$ cat src/rtl/bridge_pkg.sv
// Shared types and constants for the full-bridge gate driver: leg states,
// applied-sigma encodings, command bit positions and the per-leg request decoder.
`timescale 1ns/1ps
package bridge_pkg;

   typedef enum logic [1:0] {
      LEG_OFF  = 2'd0,
      LEG_HIGH = 2'd1,
      LEG_LOW  = 2'd2
   } leg_state_e;

   localparam logic [1:0] SIG_POS  = 2'b01;
   localparam logic [1:0] SIG_ZERO = 2'b00;
   localparam logic [1:0] SIG_NEG  = 2'b11;
   localparam logic [1:0] SIG_OFF  = 2'b10;

   localparam int NUM_LEGS  = 2;
   localparam int LEG_A     = 0;
   localparam int LEG_B     = 1;
   localparam int A_HI_IDX  = 0;
   localparam int B_HI_IDX  = 1;
   localparam int A_LO_IDX  = 2;
   localparam int B_LO_IDX  = 3;
   // Low-side bit of leg n sits this many positions above its high-side bit.
   localparam int LO_OFFSET = A_LO_IDX - A_HI_IDX;

   typedef struct packed {
      leg_state_e req;
      logic       illegal;
   } leg_req_t;

   function automatic leg_req_t decode_leg(input logic hi, input logic lo);
      leg_req_t r;
      r.illegal = hi & lo;
      case ({hi, lo})
         2'b10:   r.req = LEG_HIGH;
         2'b01:   r.req = LEG_LOW;
         default: r.req = LEG_OFF;
      endcase
      return r;
   endfunction

endpackage

$ cat src/rtl/bridge_gate_driver_leg.sv
// One half-bridge leg: OFF/HIGH/LOW state machine with a saturating dead-time
// counter (runs while OFF) and a saturating minimum-on counter (runs while conducting).
`timescale 1ns/1ps
module bridge_leg_fsm
   import bridge_pkg::*;
#(
   parameter int DEADTIME = 50,
   parameter int MIN_ON   = 10,
   parameter int CNT_W    = 8
) (
   input  logic       i_clock,
   input  logic       i_RESET,
   input  logic       i_force_off,
   input  leg_state_e i_req,
   output leg_state_e o_state
);

   localparam logic [CNT_W-1:0] DEAD_SAT  = CNT_W'(DEADTIME);
   localparam logic [CNT_W-1:0] DEAD_LAST = CNT_W'(DEADTIME - 1);
   localparam logic [CNT_W-1:0] ON_SAT    = CNT_W'(MIN_ON);
   localparam logic [CNT_W-1:0] ON_LAST   = CNT_W'(MIN_ON - 1);

   leg_state_e       state_q, state_d;
   logic [CNT_W-1:0] off_cnt_q, off_cnt_d;
   logic [CNT_W-1:0] on_cnt_q, on_cnt_d;
   logic             dead_done;
   logic             on_done;

   // Counters hold the number of completed cycles in the current state, so the
   // edge that completes the interval is the one allowed to change state.
   assign dead_done = (off_cnt_q >= DEAD_LAST);
   assign on_done   = (on_cnt_q >= ON_LAST);

   always_comb begin
      state_d   = state_q;
      off_cnt_d = off_cnt_q;
      on_cnt_d  = on_cnt_q;
      if (i_force_off) begin
         state_d   = LEG_OFF;
         off_cnt_d = '0;
         on_cnt_d  = '0;
      end else begin
         case (state_q)
            LEG_OFF: begin
               if (dead_done && (i_req != LEG_OFF)) begin
                  state_d  = i_req;
                  on_cnt_d = '0;
               end else if (off_cnt_q != DEAD_SAT) begin
                  off_cnt_d = off_cnt_q + 1'b1;
               end
            end
            LEG_HIGH, LEG_LOW: begin
               if ((i_req != state_q) && on_done) begin
                  state_d   = LEG_OFF;
                  off_cnt_d = '0;
               end else if (on_cnt_q != ON_SAT) begin
                  on_cnt_d = on_cnt_q + 1'b1;
               end
            end
            default: begin
               state_d   = LEG_OFF;
               off_cnt_d = '0;
            end
         endcase
      end
   end

   always_ff @(posedge i_clock) begin
      if (!i_RESET) begin
         state_q   <= LEG_OFF;
         off_cnt_q <= '0;
         on_cnt_q  <= '0;
      end else begin
         state_q   <= state_d;
         off_cnt_q <= off_cnt_d;
         on_cnt_q  <= on_cnt_d;
      end
   end

   assign o_state = state_q;

endmodule

$ cat src/rtl/bridge_gate_driver.sv
// Gate-drive back end: registers the MOSFET command, runs one dead-time/min-on
// FSM per leg, latches illegal commands as a sticky fault and decodes the gates.
`timescale 1ns/1ps
module bridge_gate_driver
   import bridge_pkg::*;
#(
   parameter int DEADTIME = 50,
   parameter int MIN_ON   = 10,
   parameter int CNT_W    = 8
) (
   input  logic       i_clock,
   input  logic       i_RESET,
   input  logic [3:0] i_MOSFET,
   input  logic       i_enable,
   output logic [3:0] o_gate,
   output logic [1:0] o_sigma_applied,
   output logic       o_fault,
   output logic       o_busy
);

   logic [3:0]          cmd_q, cmd_d;
   logic                fault_q, fault_d;
   logic                force_off;
   leg_req_t            leg_req   [NUM_LEGS];
   leg_state_e          leg_state [NUM_LEGS];
   logic [NUM_LEGS-1:0] leg_illegal;
   logic [NUM_LEGS-1:0] leg_waiting;
   logic [NUM_LEGS-1:0] gate_hi;
   logic [NUM_LEGS-1:0] gate_lo;

   always_comb begin
      cmd_d   = i_MOSFET;
      fault_d = fault_q | (|leg_illegal);
   end

   always_ff @(posedge i_clock) begin
      if (!i_RESET) begin
         cmd_q   <= '0;
         fault_q <= 1'b0;
      end else begin
         cmd_q   <= cmd_d;
         fault_q <= fault_d;
      end
   end

   // An illegal request shuts both legs down on the same edge that latches the fault.
   assign force_off = !i_enable || fault_q || (|leg_illegal);

   for (genvar gi = 0; gi < NUM_LEGS; gi++) begin : g_leg
      assign leg_req[gi]     = decode_leg(cmd_q[gi], cmd_q[gi + LO_OFFSET]);
      assign leg_illegal[gi] = leg_req[gi].illegal;

      bridge_leg_fsm #(
         .DEADTIME (DEADTIME),
         .MIN_ON   (MIN_ON),
         .CNT_W    (CNT_W)
      ) u_leg (
         .i_clock     (i_clock),
         .i_RESET     (i_RESET),
         .i_force_off (force_off),
         .i_req       (leg_req[gi].req),
         .o_state     (leg_state[gi])
      );

      assign gate_hi[gi]     = (leg_state[gi] == LEG_HIGH);
      assign gate_lo[gi]     = (leg_state[gi] == LEG_LOW);
      assign leg_waiting[gi] = (leg_state[gi] == LEG_OFF) && (leg_req[gi].req != LEG_OFF);
   end

   always_comb begin
      o_sigma_applied = SIG_ZERO;
      if ((leg_state[LEG_A] == LEG_OFF) || (leg_state[LEG_B] == LEG_OFF)) begin
         o_sigma_applied = SIG_OFF;
      end else if ((leg_state[LEG_A] == LEG_HIGH) && (leg_state[LEG_B] == LEG_LOW)) begin
         o_sigma_applied = SIG_POS;
      end else if ((leg_state[LEG_A] == LEG_LOW) && (leg_state[LEG_B] == LEG_HIGH)) begin
         o_sigma_applied = SIG_NEG;
      end
   end

   assign o_gate  = {gate_lo, gate_hi};
   assign o_fault = fault_q;
   assign o_busy  = i_RESET && !force_off && (|leg_waiting);

endmodule

$ cat config.mk
export PLATFORM = sky130hd
export DESIGN_NAME = bridge_gate_driver
export DESIGN_NICKNAME = d
export VERILOG_FILES = /design/src/rtl/bridge_pkg.sv /design/src/rtl/bridge_gate_driver_leg.sv /design/src/rtl/bridge_gate_driver.sv
export SDC_FILE = /design/constraint.sdc
export NUM_CORES = 1
export LEC_CHECK = 0
export ABC_CLOCK_PERIOD_IN_PS = 3500
export CAP_MARGIN = 10
export CORE_MARGIN = 2
export CORE_UTILIZATION = 64
export DETAILED_ROUTE_END_ITERATION = 10
export GPL_TIMING_DRIVEN = 0
export PLACE_DENSITY = 0.85
export SLEW_MARGIN = 40
export SYNTH_ARGS = -nofsm -noshare
export SYNTH_HDL_FRONTEND = slang
export SYNTH_SLANG_ARGS = --single-unit
$ cat constraint.sdc
create_clock -name i_clock -period 3.5 [get_ports i_clock]
set_input_delay 0.525 -clock i_clock [delete_from_list [all_inputs] [get_ports i_clock]]
set_output_delay 0.525 -clock i_clock [all_outputs]
set_load 0.02 [all_outputs]
==> impl_metrics.ini, run 1 <==
[place]
io_buffers = 14
gp_congestion = 0.820
place.detailed.hpwl_um = 4350

[floorplan]
dieHeight_um = 68.2
start_util_pct = 66.4
dieArea_mm2 = 0.00465
fp.dieW_um = 68.2
rows = 23
io_pins = 15
coreArea_mm2 = 0.00397

[clock_tree]
cts_buffer_depth = 2
ctsRootBufferMaster = clkbuf_8
clock_sinks = 41
cts_setup_buffers = 0
clk_latency_ns = 0.30
cts_tree = done
cts_hold_buf = 0
cts_buffers = 5
clkTransAtPathRegs_ns = 0.07
htreeDepth = 2

[power]
power_density_mw_per_mm2 = 287
ir_drop_mv = 0.284
leakage_nw = 1.04

[global_routing]
grt_overflow = 0
grt_pass1_wl_um = 9980
grtUsageTotal_pct = 28.0
antenna_found_initial = 0
grt_max_degree = 12
grt_pass1_vias = 2209

[yosys]
synthArstFlopShare_pct = 0
syn_avg_cell_area_um2 = 8.46
synth_area_mm2 = 0.00264
synth_nets = 347
synth_edf_count = 0
yosysWarnings = 0
ys_seq_elements = 41
synthFlopType = dfxtp_1
synth_cell_types = 53
netlist_instances = 312
ys_seq_area_share_pct = 31.1

[timing]
rsz0062_at_grt = false
fin_crit_sh_pct = 92.9
fmax_mhz = 308
period_needed_ns = 3.25
fin_skew_ns = 0.0113
setup_violations = 0
hold_viol = 0
worst_slew_pin_slew_ns = 0.730
maxSlewViolCount = 0
setup-tns-final_ns = 0
fin_hold_ws_ns = 0.491
slew-limit-headroom_pct = 50.9

[worst_hold_path]
min_path_type = reg2reg

[setup_path]
end_kind = primary output
worstPathRequired_ns = 2.97
rrSetupSlack_ns = 1.08
critPathMaxFanout = 10
cp-start-kind = flop
arrival_ns = 2.73
critPathKind = reg2out

[layout]
antenna_cells = 0
fill_cells = 309
areaGrowthSynthToFinish_pct = 10.4
utilization_pct = 73.3
nets = 367
multi_input_area_mm2 = 0.00169
drive_gt1_share_pct = 6.04
regArea_um2 = 821

[job]
drv_cap = 0

[drt]
wl_per_cell_um = 15.5
vias = 2435
drc_errors = 0
via_per_inst = 6.39
first_iter_violations = 248
ant_nets = 0
routed_wl_um = 5920
drtPass1Iterations = 4

[outcome]
status = complete, no violations
==> Yosys cell counts (5+ instances only) <==
cell type	number	share of area, %
nor2_1	16	2.3
ha_1	28	13
a21oi_1	15	2.8
o31ai_1	8	2.3
nand4_1	9	2.1
o21ai_0	11	2.1
dfxtp_1	41	31
inv_1	22	3.1
and2_1	6	1.4
nor3_1	5	0.95
o311ai_0	6	2.0
or4_1	5	1.4
a31oi_1	9	2.1
o311ai_1	5	1.7
nand2_1	22	3.1
o21ai_1	6	1.1
nand3_1	23	4.4
clkbuf_1	8	1.1
==> what timing repair did <==
item                                    4_1_cts  5_1_grt
gates resized for setup                       0        2
pin swaps                                     0        0
endpoints found under the setup margin        1        1
==> cell type report <==
class	count	area share, %
Clock buffer	5	2.36
Timing Repair Buffer	14	4.81
Tap cell	50	2.15
Buffer	9	1.37
Inverter	23	2.96
Sequential cell	41	28.2
Clock inverter	1	0.172
Multi-Input combinational cell	238	58.0
==> through the flow <==
stage               worst slack, ns  cell area, µm²  std cells  total power [mW]
floorplan                      1.22            2640        312             0.528
global placement             0.0201            2840        376             0.549
detailed placement          0.00754            2840        376             0.552
CTS                          0.0951            2910        381             0.839
global route                  0.106            2910        381             0.865
finish                        0.249            2910        381             0.835
==> worst paths after layout <==
| kind | cells past startpoint | from | to |
|---|---|---|---|
| min reg2reg | 2 | g_leg[0].u_leg.on_cnt_q[7] | g_leg[0].u_leg.on_cnt_q[7] |
| max | 6 | cmd_q[1] | o_busy |
| max reg2reg | 8 | g_leg[1].u_leg.off_cnt_q[0] | g_leg[1].u_leg.on_cnt_q[6] |
| min | 2 | g_leg[0].u_leg.on_cnt_q[7] | g_leg[0].u_leg.on_cnt_q[7] |
==> critical path: stages (launching register included) <==
cell             delay (ns)
dfxtp_1                0.33
ha_1                   0.19
nor3_1                 0.28
and3_1                 0.53
clkbuf_2               0.33
and2_1                 0.17
clkdlybuf4s50_1        0.60
==> metal layers <==
layer	wire [µm]	global-route usage [%]	up-vias	part of all wire, %
met5	0	0	-	0
met3	333	5.92	10	5.6
met1	2770	37.8	1139	47
li1	-	-	1209	-
met4	87	10.5	0	1.5
met2	2740	43.9	77	46
==> registers in the layout, indices dropped and copies added (netlist names) <==
signal,flops
o_fault,1
g_leg.u_leg.off_cnt_q,16
g_leg.u_leg.o_state,4
g_leg.u_leg.on_cnt_q,16
cmd_q,4
==> logic make-up after synthesis <==
family	after synthesis	share of synthesized area [%]
and+or+nand+nor	114	23.7
xor gates and xnor gates	4	1.33
buffers and inverters	33	4.88
adders and majority gates	28	13.3
muxes	2	0.759
DFF	41	31.1
AOI/OAI and AO/OA	90	25.0
==> power breakdown <==
part | total, mW | internal (mW) | leakage, nW | switching, mW
clock | 0.294 | 0.131 | 0.0399 | 0.163
combinational | 0.0638 | 0.0268 | 0.673 | 0.0371
sequential | 0.477 | 0.472 | 0.332 | 0.00568
==> cell usage in the layout, fill, tap and decap left out, types with 8 or more instances in the layout <==
| cell | instances |
|---|---|
| nand2_1 | 22 |
| inv_1 | 22 |
| nor2_1 | 16 |
| dfxtp_1 | 41 |
| a21oi_1 | 15 |
| a31oi_1 | 9 |
| o21ai_0 | 11 |
| nand3_1 | 23 |
| ha_1 | 28 |
| o31ai_1 | 8 |
| clkdlybuf4s50_1 | 14 |
| nand4_1 | 9 |
Power figures use the tool's default switching activity.
==> run 2, diff against run 1 <==
Settings changed: CORE_UTILIZATION 64 to 40, PLACE_DENSITY 0.85 to not set.
==> run 2 against run 1 <==
Critical path depth is 1 lower; flip-flop and latch count stayed put; die area is 56% higher; via count is 2.4% lower; setup slack better by 0.28 ns; sequential power hardly changed; clock skew hardly changed; maximum frequency is 9.5% higher; clock power is 37% higher; sequential share of layout area is 0.68 points lower; combinational power is 1% lower; cell area is 2.5% higher; largest cell class unchanged; largest power group unchanged.
==> impl_metrics.ini, run 2 (same netlist as run 1, synthesis figures left out) <==
[clock_tree]
htreeDepth = 2
cts_setup_buffers = 0
ctsRootBufferMaster = clkbuf_8
cts_buffer_depth = 2
cts_buffers = 5
clock_sinks = 41
clkTransAtPathRegs_ns = 0.07
clk_latency_ns = 0.30
cts_hold_buf = 0
cts_tree = done

[timing]
fin_ws_ns = 0.532
setup_violations = 0
period_needed_ns = 2.97
rsz0062_at_grt = false
fin_skew_ns = 0.0108
worst_slew_pin_slew_ns = 0.748
hold_viol = 0
maxSlewViolCount = 0
slew-limit-headroom_pct = 49.8
fmax_mhz = 337
fin_crit_sh_pct = 84.8

[setup_path]
cpMaxStageDelayCell = clkdlybuf4s50_1
arrival_ns = 2.44
critPathMaxFanout = 18
end_kind = primary output
critPathKind = reg2out
cp-start-kind = flop
path_buf_inv = 1
worstPathRequired_ns = 2.97
critical-path-max-stage-delay_ns = 0.60
crit_path_cell_trace = ha_1 -> nor3_1 -> and3_2 -> and2_1 -> clkdlybuf4s50_1
path_delay_family = simple AND/OR/NAND/NOR gates

[global_routing]
grt_pass1_vias = 2315
grt_max_degree = 13
grtUsageTotal_pct = 17.8
antenna_found_initial = 0
grt_pass1_wl_um = 10700
grt_overflow = 0

[layout]
multi_input_area_mm2 = 0.00169
final_common_cell = dfxtp_1
top_regs = g_leg.u_leg.off_cnt_q (16), g_leg.u_leg.on_cnt_q (16)
design_area_mm2 = 0.00299
areaGrowthSynthToFinish_pct = 13.1
nets = 366
regArea_um2 = 821
final_cell_mix = dfxtp_1, ha_1, nand3_1
drive_gt1_share_pct = 6.33
utilization_pct = 47.0
antenna_cells = 0
fill_cells = 609

[drt]
via_per_inst = 5.81
ant_nets = 0
wl_met1_um = 3040
first_iter_violations = 154
wl_met2_um = 2540
vias = 2377
wl_per_cell_um = 14.5
drtPass1Iterations = 4
drc_errors = 0
routed_wl_um = 5930
routed.top_layer = met4
dr_wl_met3_um = 260

[floorplan]
io_pins = 15
fp.dieW_um = 85.2
dieHeight_um = 85.2
coreArea_mm2 = 0.00635
rows = 29
start_util_pct = 41.6
dieArea_mm2 = 0.00726

[power]
power_uw = 944
leakage_nw = 1.06
ir_drop_mv = 0.149
power_density_mw_per_mm2 = 316

[job]
drv_cap = 0

[place]
place.detailed.hpwl_um = 4390
io_buffers = 14
pre_cts_slack_ns = -0.0730
gp_congestion = 0.771
place_area_mm2 = 0.00288

[outcome]
status = complete, no violations

[worst_hold_path]
min_path_type = reg2reg
## run 2: cell types whose count changed in the layout (fill, tap and decap cells not counted)
cell,previous run,this run
bufinv_16,0,1
and3_2,0,1
clkinv_2,1,0
and3_1,2,1
clkbuf_8,5,6
clkbuf_1,6,7
clkbuf_2,1,0
## run 2: repair_timing
item	CTS	global route
setup endpoints to repair	1	1
hold endpoints to repair	0	0
gates resized for setup	0	1
## run 2: worst paths after layout
path	start	to	slack [ns]	cells after the start
setup reg to reg	g_leg[0].u_leg.off_cnt_q[1]	g_leg[0].u_leg.on_cnt_q[1]	1.11	7
setup / recovery	cmd_q[1]	o_busy	0.53	5
hold reg to reg	g_leg[1].u_leg.on_cnt_q[7]	g_leg[1].u_leg.on_cnt_q[7]	0.47	1
hold / removal	g_leg[1].u_leg.on_cnt_q[7]	g_leg[1].u_leg.on_cnt_q[7]	0.47	1
## run 2: area by class of cell
cell class,count,share of cell area (%)
clock buffer,7,2.89
clock inverter,1,1.01
multi-input combinational,238,56.6
inverter,23,2.89
tap,77,3.23
buffer,8,1.17
sequential,41,27.5
timing repair buffer,14,4.69
## run 2: worst register-to-register path: stages, from the launching register on
cell and delay, ns:
dfxtp_1 0.42, inv_1 0.10, ha_1 0.19, nor4b_1 0.46, o31ai_2 0.21, mux2i_1 0.58, o21ai_1 0.19, o22ai_1 0.18
## run 2: where the power goes
part	total (mW)	switching, mW	leakage [nW]	internal (mW)
combinational	0.0629	0.0364	0.668	0.0265
clock	0.404	0.171	0.0585	0.233
sequential	0.477	0.00564	0.332	0.472
## run 2: per-stage QoR
stage               setup TNS, ns  instances  hold WS [ns]
floorplan                       0        312         0.437
detailed placement        -0.0730        403         0.466
global placement          -0.0573        403         0.463
finish                          0        409         0.471
CTS                             0        410         0.475
global route                    0        409         0.504
## run 2: metal layers
metal	vias up	track usage, %
met5	-	0
met1	1117	25.0
met2	50	27.8
met3	6	3.11
met4	0	5.63
li1	1204	-
==> run 3, diff against run 2 <==
Settings changed: ABC_CLOCK_PERIOD_IN_PS 3500 to 2900.
Clock period 3.5 ns to 2.9 ns, I/O delays scaled along.
==> run 3 against run 2 <==
Routed wire length shrank 0.56%; global-route usage down 0.22 points; first-iteration DRC count rose by 1.3%; non-clock buffer count unchanged; combinational power increased by 23%; die area unchanged; total power grew 21%; largest power group unchanged; sequential share of layout area shrank 0.11 points; highest routed layer unchanged.
==> impl_metrics.ini, run 3 (same netlist as run 1, synthesis figures left out) <==
[timing]
period_needed_ns = 2.67
fin_skew_ns = 0.0125
fmax_mhz = 375
slew-limit-headroom_pct = 49.4
setup-tns-final_ns = 0
worst_slew_pin_slew_ns = 0.754
fin_hold_ws_ns = 0.470
maxSlewViolCount = 0
fin_crit_sh_pct = 92.0
setup_violations = 0
rsz0062_at_grt = false
hold_viol = 0

[outcome]
status = complete, no violations

[clock_tree]
ctsRootBufferMaster = clkbuf_8
clkTransAtPathRegs_ns = 0.09
htreeDepth = 2
cts_setup_buffers = 0
clock_sinks = 41
clk_latency_ns = 0.30
cts_buffer_depth = 2
cts_buffers = 5
cts_tree = done

[setup_path]
rrSetupSlack_ns = 0.49
cp-start-kind = flop
arrival_ns = 2.23
worstPathRequired_ns = 2.47
critPathMaxFanout = 10
end_kind = primary output
critPathKind = reg2out

[power]
p_switching_uw = 257
power_mw = 1.14
power_density_mw_per_mm2 = 380
leakage_nw = 1.06
p_int_uw = 883
p_comb_share_pct = 6.8
p_clk_share_pct = 42.7
switching_share_pct = 22.6
pwr-share-seq_pct = 50.5
ir_drop_mv = 0.179

[drt]
ant_nets = 0
first_iter_violations = 156
routed_wl_um = 5890
wl_per_cell_um = 14.4
drc_errors = 0
dr_wl_met3_um = 242
wl_met2_um = 2560
routed.top_layer = met4
wl_met1_um = 3030
drtPass1Iterations = 4
vias = 2358
via_per_inst = 5.77

[place]
gp_congestion = 0.771
place.detailed.hpwl_um = 4390
io_buffers = 14
dp_cells = 403

[job]
drv_cap = 0

[global_routing]
grt_max_degree = 19
grt_pass1_vias = 2303
grt_overflow = 0
antenna_found_initial = 0
grt_pass1_wl_um = 10500
grtUsageTotal_pct = 17.6

[layout]
multi_input_area_mm2 = 0.00170
drive_gt1_share_pct = 6.93
antenna_cells = 0
final_common_cell = dfxtp_1
final_cell_mix = dfxtp_1, ha_1, nand3_1
top_regs = g_leg.u_leg.off_cnt_q (16), g_leg.u_leg.on_cnt_q (16)
fill_cells = 608
areaGrowthSynthToFinish_pct = 13.6
final_cells = 409
nets = 366
regArea_um2 = 821
utilization_pct = 47.2

[floorplan]
fp.dieW_um = 85.2
dieArea_mm2 = 0.00726
rows = 29
dieHeight_um = 85.2
io_pins = 15
start_util_pct = 41.6
coreArea_mm2 = 0.00635

[worst_hold_path]
min_path_type = reg2reg
-- run 3: cell count changes in the layout (fill, tap and decap cells not counted), sizes merged --
cell      previous run  this run
clkinvlp             0         1
clkinv               1         0
-- run 3: critical path, stage by stage (launching register included) --
cell and delay [ns]:
dfxtp_1 0.40, inv_1 0.08, ha_1 0.26, clkbuf_1 0.26
a211oi_1 0.29, clkdlybuf4s50_1 0.64
-- run 3: final timing paths --
kind / cells past startpoint / from / to
setup / recovery: 5 / g_leg[1].u_leg.o_state[0] / o_sigma_applied[0]
hold / removal: 1 / g_leg[1].u_leg.on_cnt_q[7] / g_leg[1].u_leg.on_cnt_q[7]
setup reg to reg: 7 / g_leg[0].u_leg.off_cnt_q[1] / g_leg[0].u_leg.on_cnt_q[1]
hold reg to reg: 1 / g_leg[1].u_leg.on_cnt_q[7] / g_leg[1].u_leg.on_cnt_q[7]
-- run 3: area by class of cell --
type	instances	area share [%]
Tap cell	77	3.21
Timing Repair Buffer	14	4.67
Inverter	23	3.01
Multi-Input combinational cell	238	56.7
Sequential cell	41	27.4
Clock buffer	7	2.88
Clock inverter	1	1.00
Buffer	8	1.17
-- run 3: through the flow --
step	instance area, µm²	setup WS [ns]
after floorplan	2640	0.709
after global placement	2880	-0.477
after detailed placement	2880	-0.493
after CTS	2990	0.0101
after global routing	3000	0.0457
final	3000	0.231
-- run 3: power by group through the flow --
| stage | logic, mW | registers [mW] | clock network (mW) |
|---|---|---|---|
| global route | 0.0879 | 0.577 | 0.521 |
| global placement | 0.0766 | 0.589 | 0 |
| CTS | 0.0763 | 0.576 | 0.503 |
| detailed placement | 0.0777 | 0.589 | 0 |
| finish | 0.0772 | 0.576 | 0.487 |
| floorplan | 0.0486 | 0.588 | 0 |
-- run 3: repair_timing --
action	in CTS	in global routing
endpoints found under the setup margin	1	1
hold buffers	0	0
resized for setup	1	3
-- run 3: layer usage --
| layer | vias to the layer above | GRT usage (%) |
|---|---|---|
| met5 | - | 0 |
| met4 | 0 | 5.34 |
| met3 | 4 | 3.11 |
| met2 | 51 | 27.3 |
| met1 | 1096 | 24.8 |
| li1 | 1207 | - |
